`config.mk`:
```
export PLATFORM = sky130hd
export DESIGN_NAME = vga_dither_out
export DESIGN_NICKNAME = d
export VERILOG_FILES = /design/src/rtl/vga_dither_out.sv
export SDC_FILE = /design/constraint.sdc
export NUM_CORES = 1
export LEC_CHECK = 0
export CAP_MARGIN = 25
export CORE_MARGIN = 2
export CORE_UTILIZATION = 30
export DETAILED_ROUTE_END_ITERATION = 16
export GPL_TIMING_DRIVEN = 0
export HOLD_SLACK_MARGIN = 0.03
export SLEW_MARGIN = 0
export SYNTH_ARGS = -nofsm -noshare
export SYNTH_HDL_FRONTEND = slang
export SYNTH_SLANG_ARGS = --single-unit
```
`constraint.sdc`:
```
create_clock -name CLK -period 1.4 [get_ports CLK]
set_clock_uncertainty 0.15 [all_clocks]
set_input_delay 0.21 -clock CLK [delete_from_list [all_inputs] [get_ports CLK]]
set_output_delay 0.21 -clock CLK [all_outputs]
set_load 0.05 [all_outputs]
```
`src/rtl/vga_dither_out.sv`:
```
// -----------------------------------------------------------------------------
// vga_dither_out
//
// VGA output stage for Next186lite boards. Each IN_W-bit colour channel is
// reduced to the OUT_W-bit board DAC width with 4x4 ordered (Bayer)
// dithering. Plain MSB truncation is not used. Syncs and DE are carried
// through the same two-stage pipeline as the colour, so the sync/colour
// relationship at the pins matches the one at the inputs.
//
// Parameters:
//   IN_W      input bits per colour channel
//   OUT_W     output bits per channel (1 <= IN_W-OUT_W <= 4)
//   SYNC_POL  active level of HSYNC/VSYNC (0 = active-low)
//
// Ports:
//   CLK                    pixel-domain clock; all logic uses the rising edge
//   RST                    asynchronous, active-high reset
//   CE                     pixel enable; all state holds while CE=0
//   R_IN, G_IN, B_IN       colour inputs, IN_W bits
//   DE_IN                  active video (1 = visible pixel)
//   HSYNC_IN, VSYNC_IN     syncs, active level set by SYNC_POL
//   R_OUT, G_OUT, B_OUT    dithered colour to the DAC, OUT_W bits
//   HSYNC_OUT, VSYNC_OUT   syncs delayed by the pipeline latency
//
// Configuration macro:
//   VGA_DITHER_TEMPORAL_EN  When this macro is defined, a 2-bit frame counter
//                           offsets the Bayer index every frame. The residual
//                           error is then spread over 4 frames. When it is
//                           undefined, the pattern is static.
//
// Latency is two CE-qualified edges for colour, DE and syncs in both builds.
// -----------------------------------------------------------------------------
module vga_dither_out #(
  parameter int IN_W     = 6,
  parameter int OUT_W    = 3,
  parameter bit SYNC_POL = 1'b0
) (
  input  logic             CLK,
  input  logic             RST,
  input  logic             CE,
  input  logic [IN_W-1:0]  R_IN,
  input  logic [IN_W-1:0]  G_IN,
  input  logic [IN_W-1:0]  B_IN,
  input  logic             DE_IN,
  input  logic             HSYNC_IN,
  input  logic             VSYNC_IN,
  output logic [OUT_W-1:0] R_OUT,
  output logic [OUT_W-1:0] G_OUT,
  output logic [OUT_W-1:0] B_OUT,
  output logic             HSYNC_OUT,
  output logic             VSYNC_OUT
);

  localparam int   D         = IN_W - OUT_W;
  localparam logic SYNC_IDLE = ~SYNC_POL;

  if (D < 1 || D > 4) begin : g_bad_width
    $error("vga_dither_out: IN_W-OUT_W must be in 1..4");
  end

  // 4x4 Bayer matrix. The entries are stored row-major, so the index is {y, x}.
  localparam logic [3:0] BAYER [16] = '{
    4'd0,  4'd8,  4'd2,  4'd10,
    4'd12, 4'd4,  4'd14, 4'd6,
    4'd3,  4'd11, 4'd1,  4'd9,
    4'd15, 4'd7,  4'd13, 4'd5
  };

  // ---------------------------------------------------------------------------
  // Screen position tracking
  // ---------------------------------------------------------------------------
  logic [1:0] x, y;
  logic       hs_q, vs_q;
  logic       hs_edge, vs_edge;

  // Assertion edges are detected against the copies registered on the previous CE.
  assign hs_edge = (HSYNC_IN == SYNC_POL) && (hs_q != SYNC_POL);
  assign vs_edge = (VSYNC_IN == SYNC_POL) && (vs_q != SYNC_POL);

  // NOTE: every clocked block uses non-blocking assignments only. Each register
  // then samples the pre-edge values of the other registers, whatever order
  // the blocks are written in.
  always_ff @(posedge CLK or posedge RST) begin
    if (RST) begin
      x    <= '0;
      y    <= '0;
      hs_q <= SYNC_IDLE;
      vs_q <= SYNC_IDLE;
    end else if (CE) begin
      hs_q <= HSYNC_IN;
      vs_q <= VSYNC_IN;
      // When both syncs assert on the same CE, VSYNC has priority and the
      // pattern restarts at the top-left corner.
      if (vs_edge) begin
        x <= '0;
        y <= '0;
      end else if (hs_edge) begin
        x <= '0;
        y <= y + 2'd1;
      end else if (DE_IN) begin
        x <= x + 2'd1;
      end
    end
  end

  logic [1:0] xi, yi;

`ifdef VGA_DITHER_TEMPORAL_EN
  logic [1:0] f;

  always_ff @(posedge CLK or posedge RST) begin
    if (RST) begin
      f <= '0;
    end else if (CE && vs_edge) begin
      f <= f + 2'd1;
    end
  end

  // Every frame the matrix shifts by f columns and by f[1] rows.
  assign xi = x + f;
  assign yi = y + {1'b0, f[1]};
`else
  assign xi = x;
  assign yi = y;
`endif

  // Only the top D bits of the 4-bit matrix entry are used, so the
  // threshold spans 0..2^D-1.
  logic [D-1:0] t_c;
  assign t_c = D'(BAYER[{yi, xi}] >> (4 - D));

  // ---------------------------------------------------------------------------
  // Stage 1: register colour, DE, syncs and the threshold
  // ---------------------------------------------------------------------------
  logic [IN_W-1:0] r1, g1, b1;
  logic [D-1:0]    t1;
  logic            de1, hs1, vs1;

  always_ff @(posedge CLK or posedge RST) begin
    if (RST) begin
      r1  <= '0;
      g1  <= '0;
      b1  <= '0;
      t1  <= '0;
      de1 <= 1'b0;
      hs1 <= SYNC_IDLE;
      vs1 <= SYNC_IDLE;
    end else if (CE) begin
      r1  <= R_IN;
      g1  <= G_IN;
      b1  <= B_IN;
      t1  <= t_c;
      de1 <= DE_IN;
      hs1 <= HSYNC_IN;
      vs1 <= VSYNC_IN;
    end
  end

  // ---------------------------------------------------------------------------
  // Stage 2: add the threshold, drop D bits, saturate, blank
  // ---------------------------------------------------------------------------
  // The sum is computed at IN_W+1 bits, so the shifted result is OUT_W+1 bits
  // wide. Its top bit is set only when the dithered value overflows the DAC
  // range.
  function automatic logic [OUT_W-1:0] dither_sat(input logic [IN_W-1:0] c,
                                                  input logic [D-1:0]    t);
    logic [OUT_W:0] q;
    q = (OUT_W+1)'(({1'b0, c} + (IN_W+1)'(t)) >> D);
    return q[OUT_W] ? '1 : q[OUT_W-1:0];
  endfunction

  // Blanking is applied while stage 2 is loaded. The pins therefore come
  // straight from flops, and colour is zero whenever the delayed DE is low.
  always_ff @(posedge CLK or posedge RST) begin
    if (RST) begin
      R_OUT     <= '0;
      G_OUT     <= '0;
      B_OUT     <= '0;
      HSYNC_OUT <= SYNC_IDLE;
      VSYNC_OUT <= SYNC_IDLE;
    end else if (CE) begin
      R_OUT     <= de1 ? dither_sat(r1, t1) : '0;
      G_OUT     <= de1 ? dither_sat(g1, t1) : '0;
      B_OUT     <= de1 ? dither_sat(b1, t1) : '0;
      HSYNC_OUT <= hs1;
      VSYNC_OUT <= vs1;
    end
  end

endmodule

```
# Yosys cells after proc, flatten, opt, wreduce, memory -nomap -nowiden
# Memories as Yosys holds them, arrays and structs flattened. A register that Yosys moved wholly into a read port is not among the register bits.
# Cells that the tools add are included.
[word_totals]
reg_bits = 36
rom_bits = 64
in_bits = 24
output_inout_bits = 11
word_cells = 39
memories = 1
[classes]
addsub = 5
muxes = 11
n_bitwise = 3
n_reduce_logical = 6
[memory_table]
columns = ["name", "words", "width", "rd", "rd_clocked_by_memory_dff", "wr", "line_no", "text"]
rows = [
  ["(no name shown)", 16, 4, 1, 1, 0, "130", "assign t_c = D'(BAYER[{yi, xi}] >> (4 - D));"],
]
[ops]
columns = ["op", "n"]
rows = [
  ["$add 6x3->7", 3],
  ["$mux 3", 6],
  ["$mux 2", 5],
  ["$not 4->5", 1],
  ["$add 2x1->2 const B", 2],
  ["$reduce_and 2->1", 2],
  ["$reduce_bool 3->1", 1],
  ["$logic_and 1x1->1", 2],
  ["$not 1->1", 2],
  ["$reduce_bool 2->1", 1],
]

# Longest topological paths before layout
[logic_depth]
depth_word = 4
ltp_mapped = 5
ltp_nobuf = 5

# Worst setup path after synthesis
# Ideal clock, no wire load.
[synth_path]
path_kind = "reg-to-reg"
startpoint = "register t1[2]"
endpoint = "register R_OUT[1]"
setup_time_ns = 0.096
arrival_ns = 1.316
required_ns = 1.154
slack_ns = -0.162
path_stages_with_launch = 6
n_path_buf = 0
synth_period_minus_slack_ns = 1.562
path_cell_list = "dfrtp_1 ha_1 a21oi_2 nand2_2 and4b_1 o32ai_2"
[synth_between]
elab_chain_len = 3
[synth_rtl]
columns = ["element", "line_no", "text"]
rows = [
  ["from (decl)", "136", "logic [D-1:0] t1;"],
  ["$add 6x3->7", "168", "q = (OUT_W+1)'(({1'b0, c} + (IN_W+1)'(t)) >> D);"],
  ["$mux 3", "169", "return q[OUT_W] ? '1 : q[OUT_W-1:0];"],
  ["$mux 3", "182", "R_OUT <= de1 ? dither_sat(r1, t1) : '0;"],
  ["to (signal assigned)", "182", ""],
  ["to (decl)", "47", "output logic [OUT_W-1:0] R_OUT,"],
]
# No other way between the ends.
# A chain may end at the register's enable or synchronous reset.

# Final worst setup path
[layout_path]
startpoint = "register t1[2]"
endpoint = "register G_OUT[1]"
[layout_between]
elab_chain_len = 3
[layout_rtl]
columns = ["element", "line_no", "text"]
rows = [
  ["$add 6x3->7", "168", ""],
  ["$mux 3", "169", ""],
  ["$mux 3", "183", "G_OUT <= de1 ? dither_sat(g1, t1) : '0;"],
  ["to (signal assigned)", "183", ""],
  ["to (decl)", "48", "output logic [OUT_W-1:0] G_OUT,"],
]
# No other way between the ends.

==> key figures <==
Run status
  • Outcome: complete, but fails checks
  • Failing checks: negative setup slack

Placed design
  • Detail Placement HPWL: 2.438 mm
  • Pre-CTS setup slack: -0.2657 ns
  • Number of buffers added on ports: 33
  • RePlAce Congestion: 0.7688

Clock tree
  • Total CTS buffers: 5
  • Clock Sink Count: 39
  • Clock insertion delay at the later pin of the skew report: 0.29 ns
  • H-tree depth: 2
  • Clock-pin slew on the worst setup and hold paths: 0.08 ns
  • Hold-fix buffers at CTS: 0
  • Max clock buf depth: 2
  • Clk root buf: clkbuf_8
  • CTS tree: built

Hold path
  • HP Start: CE
  • Worst Hold Path EP: de1
  • Min-delay worst type: in -> reg
  • Hold path depth: 3

Power
  • VDD IR max: 0.5396 mV
  • LEAKAGE: 0.001020 uW
  • PnR Total Power: 3327 uW
  • Cell area power density: 1388 nW/um^2

Die
  • Full die area: 6677 um^2
  • Num ports: 35
  • Die height: 81.71 um
  • Core ar.: 5886 um^2
  • Die Wd: 81.71 um
  • Rows: 28
  • Starting Density: 0.3078

Routing
  • Mean routed wirelength per cell: 13.03 um
  • Via count: 1211
  • Vias per cell: 4.622
  • DRC: 0
  • Final WL: 3.413 mm
  • ANT nets after route: 0
  • DR iter-0 viols: 54
  • DR pass1 iterations: 4

Critical path
  • CP Max Fanout: 5
  • Crit start category: register
  • Largest delay contributor family on the critical path: flip-flops
  • Critical path buffers and inverters: 0
  • Reg2reg end: G_OUT[1]
  • Crit-path slowest cell: dfrtp_2
  • Crit. path cell count: 5
  • Worst setup EP type: register
  • CP cell instances: ha_4 > a21oi_2 > nand2_2 > and4b_1 > o32ai_2
  • CP arrival: 1.66 ns
  • Critical path's largest stage delay: 0.48 ns
  • Worst Path Required: 1.45 ns
  • RR Startpoint: t1[2]
  • Reg2reg path depth: 5
  • Crit path kind: reg -> reg
  • Reg2Reg Setup Slack: -0.21 ns

Timing
  • Final Hold Vio Count: 0
  • Worst rel slew slack: 0.4627
  • Fin crit period: 1.607 ns
  • Setup-failing EPs final: 9
  • RSZ-0062 raised after global routing: yes
  • Worst Max-Slew Pin Slew: 0.8048 ns
  • Final period utilization: 1.148
  • Fmax: 622.2 MHz
  • Final WS setup: -0.2071 ns
  • Max Slew Vio Count: 0

Yosys
  • Post-Synth Simple-Gate Area: 0.09807
  • Mapped Nets: 176
  • Yosys cell types: 28
  • Mapped Area: 1812 um^2
  • Compound-Gate Fraction of Synth Area: 0.1133
  • Post-synthesis xor/xnor area fraction: 0.01450
  • Multiplexer share of the synthesized area: 0.1512
  • Main synth FF type: dfrtp_1
  • Async SR Flop Fraction: 1.000
  • Synthesized instance count: 146
  • Avg Cell Area, Syn: 12.41 um^2
  • EDFF count, synth: 0
  • Sequential fraction of the synthesis area: 0.5414
  • Yosys warning total: 0
  • Largest family of logic cells by synthesized area: multiplexers
  • Post-synthesis register bit count: 39
  • Adder-Cell Fraction of Synth Area: 0.04144

Layout
  • Most frequent cells in the layout: 34 x dfrtp_1, 23 x mux2_2, 22 x clkdlybuf4s50_1
  • Area of the multi-input gates: 834.6 um^2
  • Layout cells sized above 1: 0.4064
  • Sequential Area: 982.2 um^2
  • Commonest non-fill, non-tap cell in the layout: dfrtp_1
  • Ant. Diodes: 0
  • Layout fillers: 579
  • Final nets: 216
  • Area delta synth->final: 32.32%

Global routing
  • Number of global-route vias before repair: 1258
  • Pin count of the biggest net entering global routing: 40
  • First-pass GRT wire length: 5.720 mm
  • Antenna violations before repair: 0
  • Grt ovf: 0
  • Gr usage total: 0.1163

Job
  • Max-cap check violation count: 0
worst max-delay path by stage:
stage / startpoint / endpoint / slack, ns
6_report: t1[2] / G_OUT[1] / -0.21
5_1_grt: t1[2] / G_OUT[1] / -0.30
4_1_cts: t1[2] / R_OUT[0] / -0.23
3_5_place_dp: VSYNC_OUT / VSYNC_OUT / -0.27
3_3_place_gp: RST / t1[2] / -0.86
2_1_floorplan: t1[2] / R_OUT[1] / -0.13
cell usage after synthesis (all sizes together) (2+ instances only):
library cell | n | share of area
dfrtp | 35 | 0.48
mux2 | 24 | 0.15
inv | 12 | 0.025
nand2 | 9 | 0.023
a21oi | 8 | 0.028
o32ai | 7 | 0.050
ha | 6 | 0.041
nor2 | 6 | 0.012
buf | 5 | 0.015
o21ai | 5 | 0.014
dfstp | 4 | 0.058
nand4 | 4 | 0.014
a31oi | 3 | 0.010
and3 | 3 | 0.012
and4b | 3 | 0.017
o22ai | 3 | 0.010
xnor2 | 3 | 0.015
and2b | 2 | 0.0083
nand3 | 2 | 0.0055
stage by stage:
stage | TNS [ns] | hold slack, ns | std cells | utilization | cell area [um^2]
after floorplan | -0.6128 | 0.1984 | 146 | - | 1851
after global placement | -30.56 | 0.3472 | 254 | 0.3865 | 2275
after detailed placement | -4.606 | 0.3469 | 254 | 0.3865 | 2275
after CTS | -1.580 | 0.06471 | 262 | 0.4088 | 2406
after global routing | -2.040 | 0.09663 | 262 | 0.4073 | 2397
final | -1.245 | 0.07156 | 262 | 0.4073 | 2397
layer usage:
| metal | routed length [um] | vias to the layer above | track usage |
|---|---|---|---|
| met2 | 1541 | 24 | 0.1869 |
| met1 | 1617 | 576 | 0.1443 |
| met4 | 48 | 0 | 0.05000 |
| met3 | 205 | 7 | 0.03626 |
| li1 | - | 604 | - |
| met5 | 0 | - | 0 |
timing repair:
action	4_1_cts	5_1_grt
resized for setup	40	23
endpoints found under the setup margin	20	19
buffers inserted	0	0
pin swaps	9	10
final cells by class:
| type | count | share of cell area |
|---|---|---|
| Sequential cell | 39 | 0.4097 |
| Multi-Input combinational cell | 90 | 0.3481 |
| Timing Repair Buffer | 33 | 0.1237 |
| Tap cell | 75 | 0.03914 |
| Clock buffer | 6 | 0.03445 |
| Inverter | 12 | 0.01879 |
| Clock inverter | 2 | 0.01461 |
| Buffer | 5 | 0.01148 |
where the power goes:
group          internal [uW]  total (uW)  leakage [uW]  switching, uW
Clock                    577         965     0.0000612            388
Combinational            414         898      0.000489            483
Sequential              1310        1460      0.000469            158
logic make-up after synthesis:
kind of cell / count (synthesis)
buf+inv: 17
simple gates: 31
mux: 24
flops: 39
fa+ha+maj: 6
compound gates: 26
xor+xnor: 3
sequential cells by signal (all words and copies together), names as in the netlist, 2 cells and up:
register	count
G_OUT	3
g1	6
R_OUT	3
r1	6
B_OUT	3
b1	6
y	2
t1	3
x	2
tightest hold or removal path, delay by kind of cell:
kind	cells	cell delay, ns
AOI/OAI and AO/OA	1	0.07
buffers and inverters	1	0.13
and+or+nand+nor	1	0.07
(Power assumes the default switching activity.)
